$ cat src/rtl/on_off_link_transmitter.sv
// Upstream end of an on/off flow-controlled link: stages flits in a circular FIFO and pops them while on_q is set.
// Optional build macro ONOFF_STALL_TIMEOUT_EN adds a sticky stall_err_o once a HOLD stall reaches STALL_LIMIT cycles.
//
// state | meaning
// RUN   | on_q=1, or on_q=0 with nothing staged; pops whenever flits are present and on_q=1
// HOLD  | on_q=0 with flits pending; stall counter advances
module on_off_link_transmitter #(
  parameter int FLIT_W      = 32,
  parameter int STAGE_DEPTH = 4,
  parameter int STALL_CNT_W = 8,
  parameter int STALL_LIMIT = 64
) (
  input  logic                   clk,
  input  logic                   rst,
  input  logic [FLIT_W-1:0]      data_i,
  input  logic                   valid_i,
  output logic                   ready_o,
  input  logic                   on_off_i,
  output logic [FLIT_W-1:0]      data_o,
  output logic                   valid_o,
  output logic [STALL_CNT_W-1:0] stall_cnt_o,
  output logic                   stall_err_o
);
  localparam int PTR_W = $clog2(STAGE_DEPTH);

  typedef enum logic {RUN = 1'b0, HOLD = 1'b1} state_t;

  state_t             state, state_next;
  logic               on_q;
  logic               empty, full;
  logic [PTR_W-1:0]   rptr, wptr, rptr_next, wptr_next;
  logic               pop_en, push_en;
  logic [FLIT_W-1:0]  mem [STAGE_DEPTH];

  if (STAGE_DEPTH < 2 || (STAGE_DEPTH & (STAGE_DEPTH - 1)) != 0 || STALL_LIMIT < 1) begin : g_bad_param
    $error("on_off_link_transmitter: STAGE_DEPTH must be a power of two >= 2 and STALL_LIMIT >= 1");
  end

  // Only the registered flag gates the pop, so on_off_i never reaches an output combinationally.
  assign pop_en    = on_q & ~empty;
  assign ready_o   = ~full | pop_en;
  assign push_en   = valid_i & ready_o;
  assign rptr_next = rptr + PTR_W'(1);
  assign wptr_next = wptr + PTR_W'(1);

  always_comb begin
    state_next = state;
    case (state)
      RUN:     if (!on_q && !empty) state_next = HOLD;
      HOLD:    if (on_q) state_next = RUN;
      default: state_next = RUN;
    endcase
  end

  always_ff @(posedge clk) begin
    if (push_en) mem[wptr] <= data_i;
  end

  always_ff @(posedge clk or negedge rst) begin
    if (!rst) begin
      state       <= RUN;
      on_q        <= 1'b1;
      rptr        <= '0;
      wptr        <= '0;
      empty       <= 1'b1;
      full        <= 1'b0;
      valid_o     <= 1'b0;
      data_o      <= '0;
      stall_cnt_o <= '0;
    end else begin
      state <= state_next;
      on_q  <= on_off_i;
      if (push_en) wptr <= wptr_next;
      if (pop_en) begin
        rptr    <= rptr_next;
        data_o  <= mem[rptr];
        valid_o <= 1'b1;
      end else begin
        valid_o <= 1'b0;
      end
      // A simultaneous push and pop keeps the occupancy, so both flags stay put.
      if (push_en && !pop_en) begin
        empty <= 1'b0;
        full  <= (wptr_next == rptr);
      end else if (pop_en && !push_en) begin
        full  <= 1'b0;
        empty <= (rptr_next == wptr);
      end
      if (pop_en)
        stall_cnt_o <= '0;
      else if (state == HOLD && stall_cnt_o != '1)
        stall_cnt_o <= stall_cnt_o + STALL_CNT_W'(1);
    end
  end

`ifdef ONOFF_STALL_TIMEOUT_EN
  logic stall_err;

  always_ff @(posedge clk or negedge rst) begin
    if (!rst)
      stall_err <= 1'b0;
    else if (state == HOLD && stall_cnt_o == STALL_CNT_W'(STALL_LIMIT))
      stall_err <= 1'b1;
  end

  assign stall_err_o = stall_err;
`else
  assign stall_err_o = 1'b0;
`endif

endmodule

$ cat config.mk
export PLATFORM = sky130hd
export DESIGN_NAME = on_off_link_transmitter
export DESIGN_NICKNAME = d
export VERILOG_FILES = /design/src/rtl/on_off_link_transmitter.sv
export SDC_FILE = /design/constraint.sdc
export NUM_CORES = 1
export LEC_CHECK = 0
export ABC_CLOCK_PERIOD_IN_PS = 2700
export CELL_PAD_IN_SITES_DETAIL_PLACEMENT = 0
export CELL_PAD_IN_SITES_GLOBAL_PLACEMENT = 2
export CORE_MARGIN = 2
export CORE_UTILIZATION = 41
export CTS_CLUSTER_SIZE = 12
export DETAILED_ROUTE_END_ITERATION = 6
export HOLD_SLACK_MARGIN = 0.03
export PLACE_DENSITY = 0.85
export SYNTH_ARGS = -nofsm -noshare
export SYNTH_HDL_FRONTEND = slang
export SYNTH_SLANG_ARGS = --single-unit
$ cat constraint.sdc
create_clock -name clk -period 2.7 [get_ports clk]
set_input_delay 0.405 -clock clk [delete_from_list [all_inputs] [get_ports clk]]
set_output_delay 0.405 -clock clk [all_outputs]
set_load 0.05 [all_outputs]
==> qor.tcl, run 1 <==
set qor(outcome) {finished clean}
set qor(crit_type) {flip-flop to primary output}
set qor(critical_path.max_stage_delay_ns) 0.81
set qor(netlist_area_before_placement_mm2) 0.006804
set qor(final_cell_area_mm2) 0.008392
set qor(first_pass_grt_wire_length_um) 19850
set qor(ys_seq_area_share_pct) 74.55
set qor(worst_path_dominant_cell_family) {buffers and inverters}
set qor(critical_path_buf_inv_count) 1
set qor(antenna_cells_inserted) 0
set qor(post_route_cells_drive_above_1_share_pct) 17.76
set qor(placementRows) 47
set qor(power_per_cell_area_mw_per_mm2) 1141
set qor(top_cells_by_area_in_the_synthesized_netlist) {sky130_fd_sc_hd__edfxtp_1 (56%), sky130_fd_sc_hd__dfrtp_1 (17%), sky130_fd_sc_hd__mux4_2 (9.3%)}
set qor(final-hold-violation-count) 0
set qor(seq_power_share_pct) 42.8
set qor(htree_num_levels) 4
set qor(postSynthRegisterBits) 177
set qor(gp_routability_congestion) 0.7414
set qor(ff2ff_path_depth) 5
set qor(insertion_delay_ns) 0.43
set qor(power.leakage_nw) 3.107
set qor(start_util_pct) 41.47
set qor(via_count_of_the_first_global_routing_pass) 3609
set qor(path_clk_slew_ns) 0.06
set qor(postPlaceCellArea_mm2) 0.007829
set qor(detailedRoute.firstIterationViolations) 260
set qor(cts_tree) {built}
set qor(grt_max_degree) 36
set qor(timing.critical_path.fanout_max) 3
set qor(chipWidth_um) 132.8
set qor(setup_viol_count_final) 0
set qor(clock-root-buffer) {sky130_fd_sc_hd__clkbuf_16}
set qor(cts_inserted_buffers) 17
set qor(grt_util_all_layers_pct) 15.14
set qor(critPathLaunchType) {flip-flop}
set qor(holdCritPathClass) {input pin to flip-flop}
set qor(clkPwrFrac_pct) 23.6
set qor(worst_hold_slack_ns) 0.4315
set qor(setup_repair_after_global_routing_missed_its_margin) {no}
set qor(sw_frac_of_total_pct) 35.05
set qor(antenna_found_initial) 0
set qor(critical_path.reg2reg.startpoint) {on_q$_DFF_PN1_}
set qor(synth.top_cell.area_share_pct) 56.49
set qor(reg2reg_slack_ns) 0.74
set qor(clock-sinks) 177
set qor(slowest_stage) {sky130_fd_sc_hd__clkdlybuf4s50_1}
set qor(crit_required_ns) 2.30
set qor(synth_edf_count) 128
set qor(vias) 3510
set qor(final.setup.tns_ns) 0
set qor(core_area_mm2) 0.01641
set qor(period_share_pct) 86.74
set qor(detail_route.first_pass.iterations) 4
set qor(synth_top_area_cell) {sky130_fd_sc_hd__edfxtp_1}
set qor(hpwlAfterDp_um) 7966
set qor(slew_at_the_pin_closest_to_its_max_slew_limit_ns) 0.8658
set qor(clk_buf_depth) 2
set qor(utilization_after_layout_pct) 51.15
set qor(power.share.combinational_pct) 33.6
set qor(worstSetupPathDepth) 3
set qor(post_synth_num_cell_types) 41
set qor(detail_route.wirelength_um) 12430
set qor(internal-power_mw) 6.220
set qor(global_route.overflow_total) 0
set qor(critical_path_arrival_ns) 1.94
set qor(synth_top_flop_cell) {sky130_fd_sc_hd__edfxtp_1}
set qor(critPathLaunch) {on_q$_DFF_PN1_}
set qor(yosys_warning_total) 0
set qor(relSlewSlack_pct) 42.28
set qor(r2r_path_end) {mem[3][18]$_DFFE_PP_}
set qor(switchingPower_mw) 3.356
set qor(drt.antenna.violating_nets) 0
set qor(irDropWorstVdd_mv) 0.5347
set qor(timing.clock.skew_ns) 0.006699
set qor(floorplan.die_area_mm2) 0.01764
set qor(drt_drc_violations_left) 0
set qor(pin_count) 79
set qor(place.detailed.instances) 688
set qor(maxCapViolations) 0
set qor(avgSynthCellArea_um2) 17.18
set qor(post_drt_wl_per_cell_um) 17.24
set qor(areaGrowthSynthToFinish_pct) 23.34
set qor(final_period_minus_worst_setup_slack_ns) 2.342
set qor(post_synth_most_frequent_cells) {sky130_fd_sc_hd__edfxtp_1 (128), sky130_fd_sc_hd__nand2_1 (103), sky130_fd_sc_hd__dfrtp_1 (47)}
set qor(setup.worst_path.end_class) {primary output}
set qor(cts_resized) 0
set qor(die_h_um) 132.8
set qor(num-nets-final) 529
set qor(number_of_nets_in_the_synthesized_netlist) 437
set qor(timing_max_transition_violations_final) 0
set qor(final_cells) 721
set qor(postCtsSetupBuffers) 0
set qor(achievable-frequency_ghz) 0.4270
set qor(critical_path.endpoint) {ready_o}
set qor(postSynth.asyncResetShare_pct) 27.68
set qor(io_buffers) 77
set qor(vias_per_cell) 4.868
set qor(critical_path_cell_by_cell) {nand2b_2 > nand2_1 > clkdlybuf4s50_1}
set qor(min_from) {on_off_i}
set qor(post-synth-top-count-cell) {sky130_fd_sc_hd__edfxtp_1}
set qor(syn-instance-count) 396
-- layout make-up --
class | instances | area, um2
tap | 220 | 275.3
clock buffer | 21 | 470.5
fill | 1312 | 8015
sequential | 177 | 5075
inverter | 8 | 30.03
multi-input combinational | 191 | 1558
timing repair buffer | 93 | 900.9
clock inverter | 11 | 82.58
-- stage by stage --
stage | total power, mW | worst slack (ns)
floorplan | 6.406 | 0.5326
global placement | 7.357 | 0.6428
detailed placement | 7.423 | 0.5907
CTS | 9.708 | 0.3280
global route | 10.07 | 0.2661
finish | 9.576 | 0.3580
-- sequential cells by signal, summed over array words and instances (netlist names) --
name and cells:
on_q 1, empty 1, stall_cnt_o 8, data_o 32, full 1, valid_o 1
state 1, wptr 2, mem 128, rptr 2
-- worst register-to-register path: stages (launching register included) --
cell and delay, ns:
sky130_fd_sc_hd__dfstp_2 0.55, sky130_fd_sc_hd__nand2b_2 0.08, sky130_fd_sc_hd__buf_4 0.23, sky130_fd_sc_hd__a21oi_2 0.30
sky130_fd_sc_hd__and2_2 0.21, sky130_fd_sc_hd__buf_4 0.27
-- worst min path at each step --
stage	end	cells after the start
finish	on_q$_DFF_PN1_	1
global route	on_q$_DFF_PN1_	1
floorplan	data_o[0]$_DFFE_PN0N_	0
detailed placement	data_o[7]$_DFFE_PN0N_	1
CTS	on_q$_DFF_PN1_	1
global placement	data_o[7]$_DFFE_PN0N_	1
-- cell families after synthesis --
group	Yosys count	synth area share [%]
buffers and inverters	28	2.667
and+or+nand+nor	127	7.889
DFF	177	74.55
other	1	0.05511
xor gates and xnor gates	5	0.6436
AOI/OAI and AO/OA	16	1.710
adders and majority gates	5	0.9195
muxes	37	11.57
-- timing repair --
action	in CTS	in global routing
hold buffers	1	0
endpoints found under the setup margin	0	0
endpoints found under the hold margin	16	0
-- cells in the final DEF (no fill, tap or decap), drive strengths merged, types with 2 or more instances in the layout --
master         Yosys  final
clkinvlp           0      5
xnor2              4      4
inv                8     10
dfrtp             47     47
nor3               3      3
nand4              2      2
dfstp              2      2
mux4              32     32
edfxtp           128    128
clkinv             0      4
o21ai              2      2
mux2i              4      4
a21oi              6      6
and4               2      2
nand3              3      3
nand2            103    103
clkdlybuf4s50      0     76
nand2b             5      5
and2               5      5
clkbuf             3     21
a211oi             3      3
ha                 5      5
buf               17     16
-- routing by layer --
| layer | vias up | wire length [um] | share of wire [%] | GRT usage (%) |
|---|---|---|---|---|
| met2 | 78 | 5823 | 47 | 23.43 |
| li1 | 1650 | - | - | - |
| met5 | - | 0 | 0 | 0 |
| met4 | 0 | 178 | 1.4 | 5.317 |
| met1 | 1770 | 5881 | 47 | 20.57 |
| met3 | 12 | 544 | 4.4 | 4.559 |
-- power by group through the flow --
stage	registers (mW)	clock network [mW]	logic, mW
finish	4.10	2.26	3.22
detailed placement	4.17	0	3.25
global route	4.20	2.43	3.44
global placement	4.14	0	3.22
floorplan	4.80	0	1.60
CTS	4.12	2.32	3.27
No activity file was read; power rests on OpenSTA's default activity.
==> run 2: changes to the inputs <==
--- a/config.mk
+++ b/config.mk
@@ -17,3 +17,4 @@
 export SYNTH_ARGS = -nofsm -noshare
 export SYNTH_HDL_FRONTEND = slang
 export SYNTH_SLANG_ARGS = --single-unit
+export TNS_END_PERCENT = 5
==> results of run 2 <==
Final layout, timing and power as in run 1 (identical DEF).
==> RTL change, RTL diff (config.mk and constraints of run 2) <==
The parameter `STAGE_DEPTH` goes from 4 to 8.
--- a/src/rtl/on_off_link_transmitter.sv
+++ b/src/rtl/on_off_link_transmitter.sv
@@ -6,7 +6,7 @@
 // HOLD  | on_q=0 with flits pending; stall counter advances
 module on_off_link_transmitter #(
   parameter int FLIT_W      = 32,
-  parameter int STAGE_DEPTH = 4,
+  parameter int STAGE_DEPTH = 8,
   parameter int STALL_CNT_W = 8,
   parameter int STALL_LIMIT = 64
 ) (
Formal check against the unedited RTL: not equivalent (a bounded check fails within 10 cycles, from zero or initial values and one cycle with rst low).
==> RTL change against run 2 <==
Clock power is 73% higher; power up 61%; clock skew is 0.018 ns higher; sequential share of layout area is 3.5 points higher; design area grew 67%; via count is 59% higher; final cell count increased by 51%; critical endpoint unchanged; setup slack got worse by 0.086 ns; synthesized area up 71%; sequential cell count up 130; wire length is 79% higher.
==> RTL change: results <==
metrics = {
    "final_layout": {
        "nets": 724,
        "reg_top3": "mem x256, data_o x32, stall_cnt_o x8",
    },
    "worst_setup_path": {
        "slowest_delay_ns": 0.54,
        "worst_ep_arrival_time_ns": 2.02,
        "cp_slowest_cell": "dfstp_2",
    },
    "global_routing": {
        "grt_pass1_vias": 6036,
        "grt_pass1_wl_um": 35700,
        "track_usage": 0.153,
        "grt_max_degree": 70,
    },
    "power_and_ir_drop": {
        "p_int_uw": 10500,
        "irDropWorstVdd_v": 0.000548,
        "pwr-share-seq": 0.437,
        "p_leak_uw": 0.00474,
    },
    "clock_network": {
        "clock_path_buffers": 3,
        "cts_made_buffers": 31,
    },
    "detailed_routing": {
        "vias": 5592,
        "dr.pass1.iters": 5,
    },
    "logic_synthesis": {
        "ys_seq_area_frac": 0.769,
        "yosysUniqueCellTypes": 36,
        "synth_edf_count": 256,
        "async_reset_ff_frac": 0.166,
    },
    "sta": {
        "worstMarginPinSlew_ns": 0.627,
    },
    "run_status": {
        "status": "completed",
    },
    "placed_design": {
        "pre_cts_slack_ns": 0.405,
        "postPlaceCellArea_um2": 13100,
    },
}
RTL change: cell types whose count changed in the layout (fill, tap and decap cells not counted), moves of 5 or more:
| cell | change |
|---|---|
| nor2_1 | +6 |
| edfxtp_1 | +128 |
| clkinvlp_4 | -5 |
| clkbuf_1 | +15 |
| inv_1 | -5 |
| clkbuf_16 | +14 |
| nor2_4 | +6 |
| o21ai_0 | +32 |
| mux2i_1 | +29 |
| xor2_1 | +5 |
| buf_4 | +12 |
| mux4_2 | +36 |
| nand2_1 | -59 |
RTL change: stage by stage:
| step | setup TNS (ns) | total power, uW | hold slack [ns] | instances |
|---|---|---|---|---|
| 2_1_floorplan | -72.27 | 10000 | 0.109 | 572 |
| 3_3_place_gp | 0 | 11500 | 0.446 | 1028 |
| 3_5_place_dp | 0 | 11700 | 0.463 | 1028 |
| 4_1_cts | 0 | 15600 | 0.285 | 1086 |
| 5_1_grt | 0 | 16200 | 0.294 | 1086 |
| 6_report | 0 | 15400 | 0.290 | 1086 |
RTL change: final timing paths:
| check | endpoint | startpoint | slack [ns] | cells after the start |
|---|---|---|---|---|
| min | on_q$_DFF_PN1_ | on_off_i | 0.29 | 1 |
| max reg2reg | mem[0][31]$_DFFE_PP_ | on_q$_DFF_PN1_ | 0.50 | 6 |
| min reg2reg | data_o[18]$_DFFE_PN0N_ | data_o[18]$_DFFE_PN0N_ | 0.48 | 2 |
| max in group asynchronous | data_o[24]$_DFFE_PN0N_ | rst | 1.53 | 3 |
| max | ready_o | empty$_DFFE_PN1P_ | 0.27 | 5 |
| min in group asynchronous | data_o[7]$_DFFE_PN0N_ | rst | 0.41 | 2 |
RTL change: cell families (layout without fill, tap and decap cells):
| logic type | after synthesis | in the layout | synth area share |
|---|---|---|---|
| simple gates | 72 | 72 | 0.0270 |
| compound gates | 45 | 45 | 0.0221 |
| other cells | 1 | 1 | 0.000322 |
| xor+xnor | 14 | 14 | 0.0105 |
| mux | 98 | 98 | 0.153 |
| flops | 307 | 307 | 0.769 |
| fa+ha+maj | 4 | 4 | 0.00429 |
| buf+inv | 31 | 167 | 0.0138 |
RTL change: what timing repair did:
action                     CTS  global route
hold buffers                 1             0
setup endpoints to repair    0             1
resized for setup            0             1
hold endpoints to repair    19             0
RTL change: layer usage:
layer / global-route usage / share of wire / wire length (um) / vias to the layer above
met5: 0 / 0 / 0 / -
met4: 0.0413 / 0.021 / 458 / 0
met3: 0.0284 / 0.059 / 1320 / 36
met2: 0.255 / 0.48 / 10700 / 165
met1: 0.208 / 0.44 / 9730 / 2887
li1: - / - / - / 2504
RTL change: final cells by class:
type / instances / area [um^2]
fillers: 2197 / 13800
flip-flops and latches: 307 / 8980
multi-input cells: 234 / 2600
repair buffers: 107 / 1030
clock buffers: 49 / 863
well taps: 378 / 473
clock inverters: 8 / 67.6
inverters: 3 / 11.3
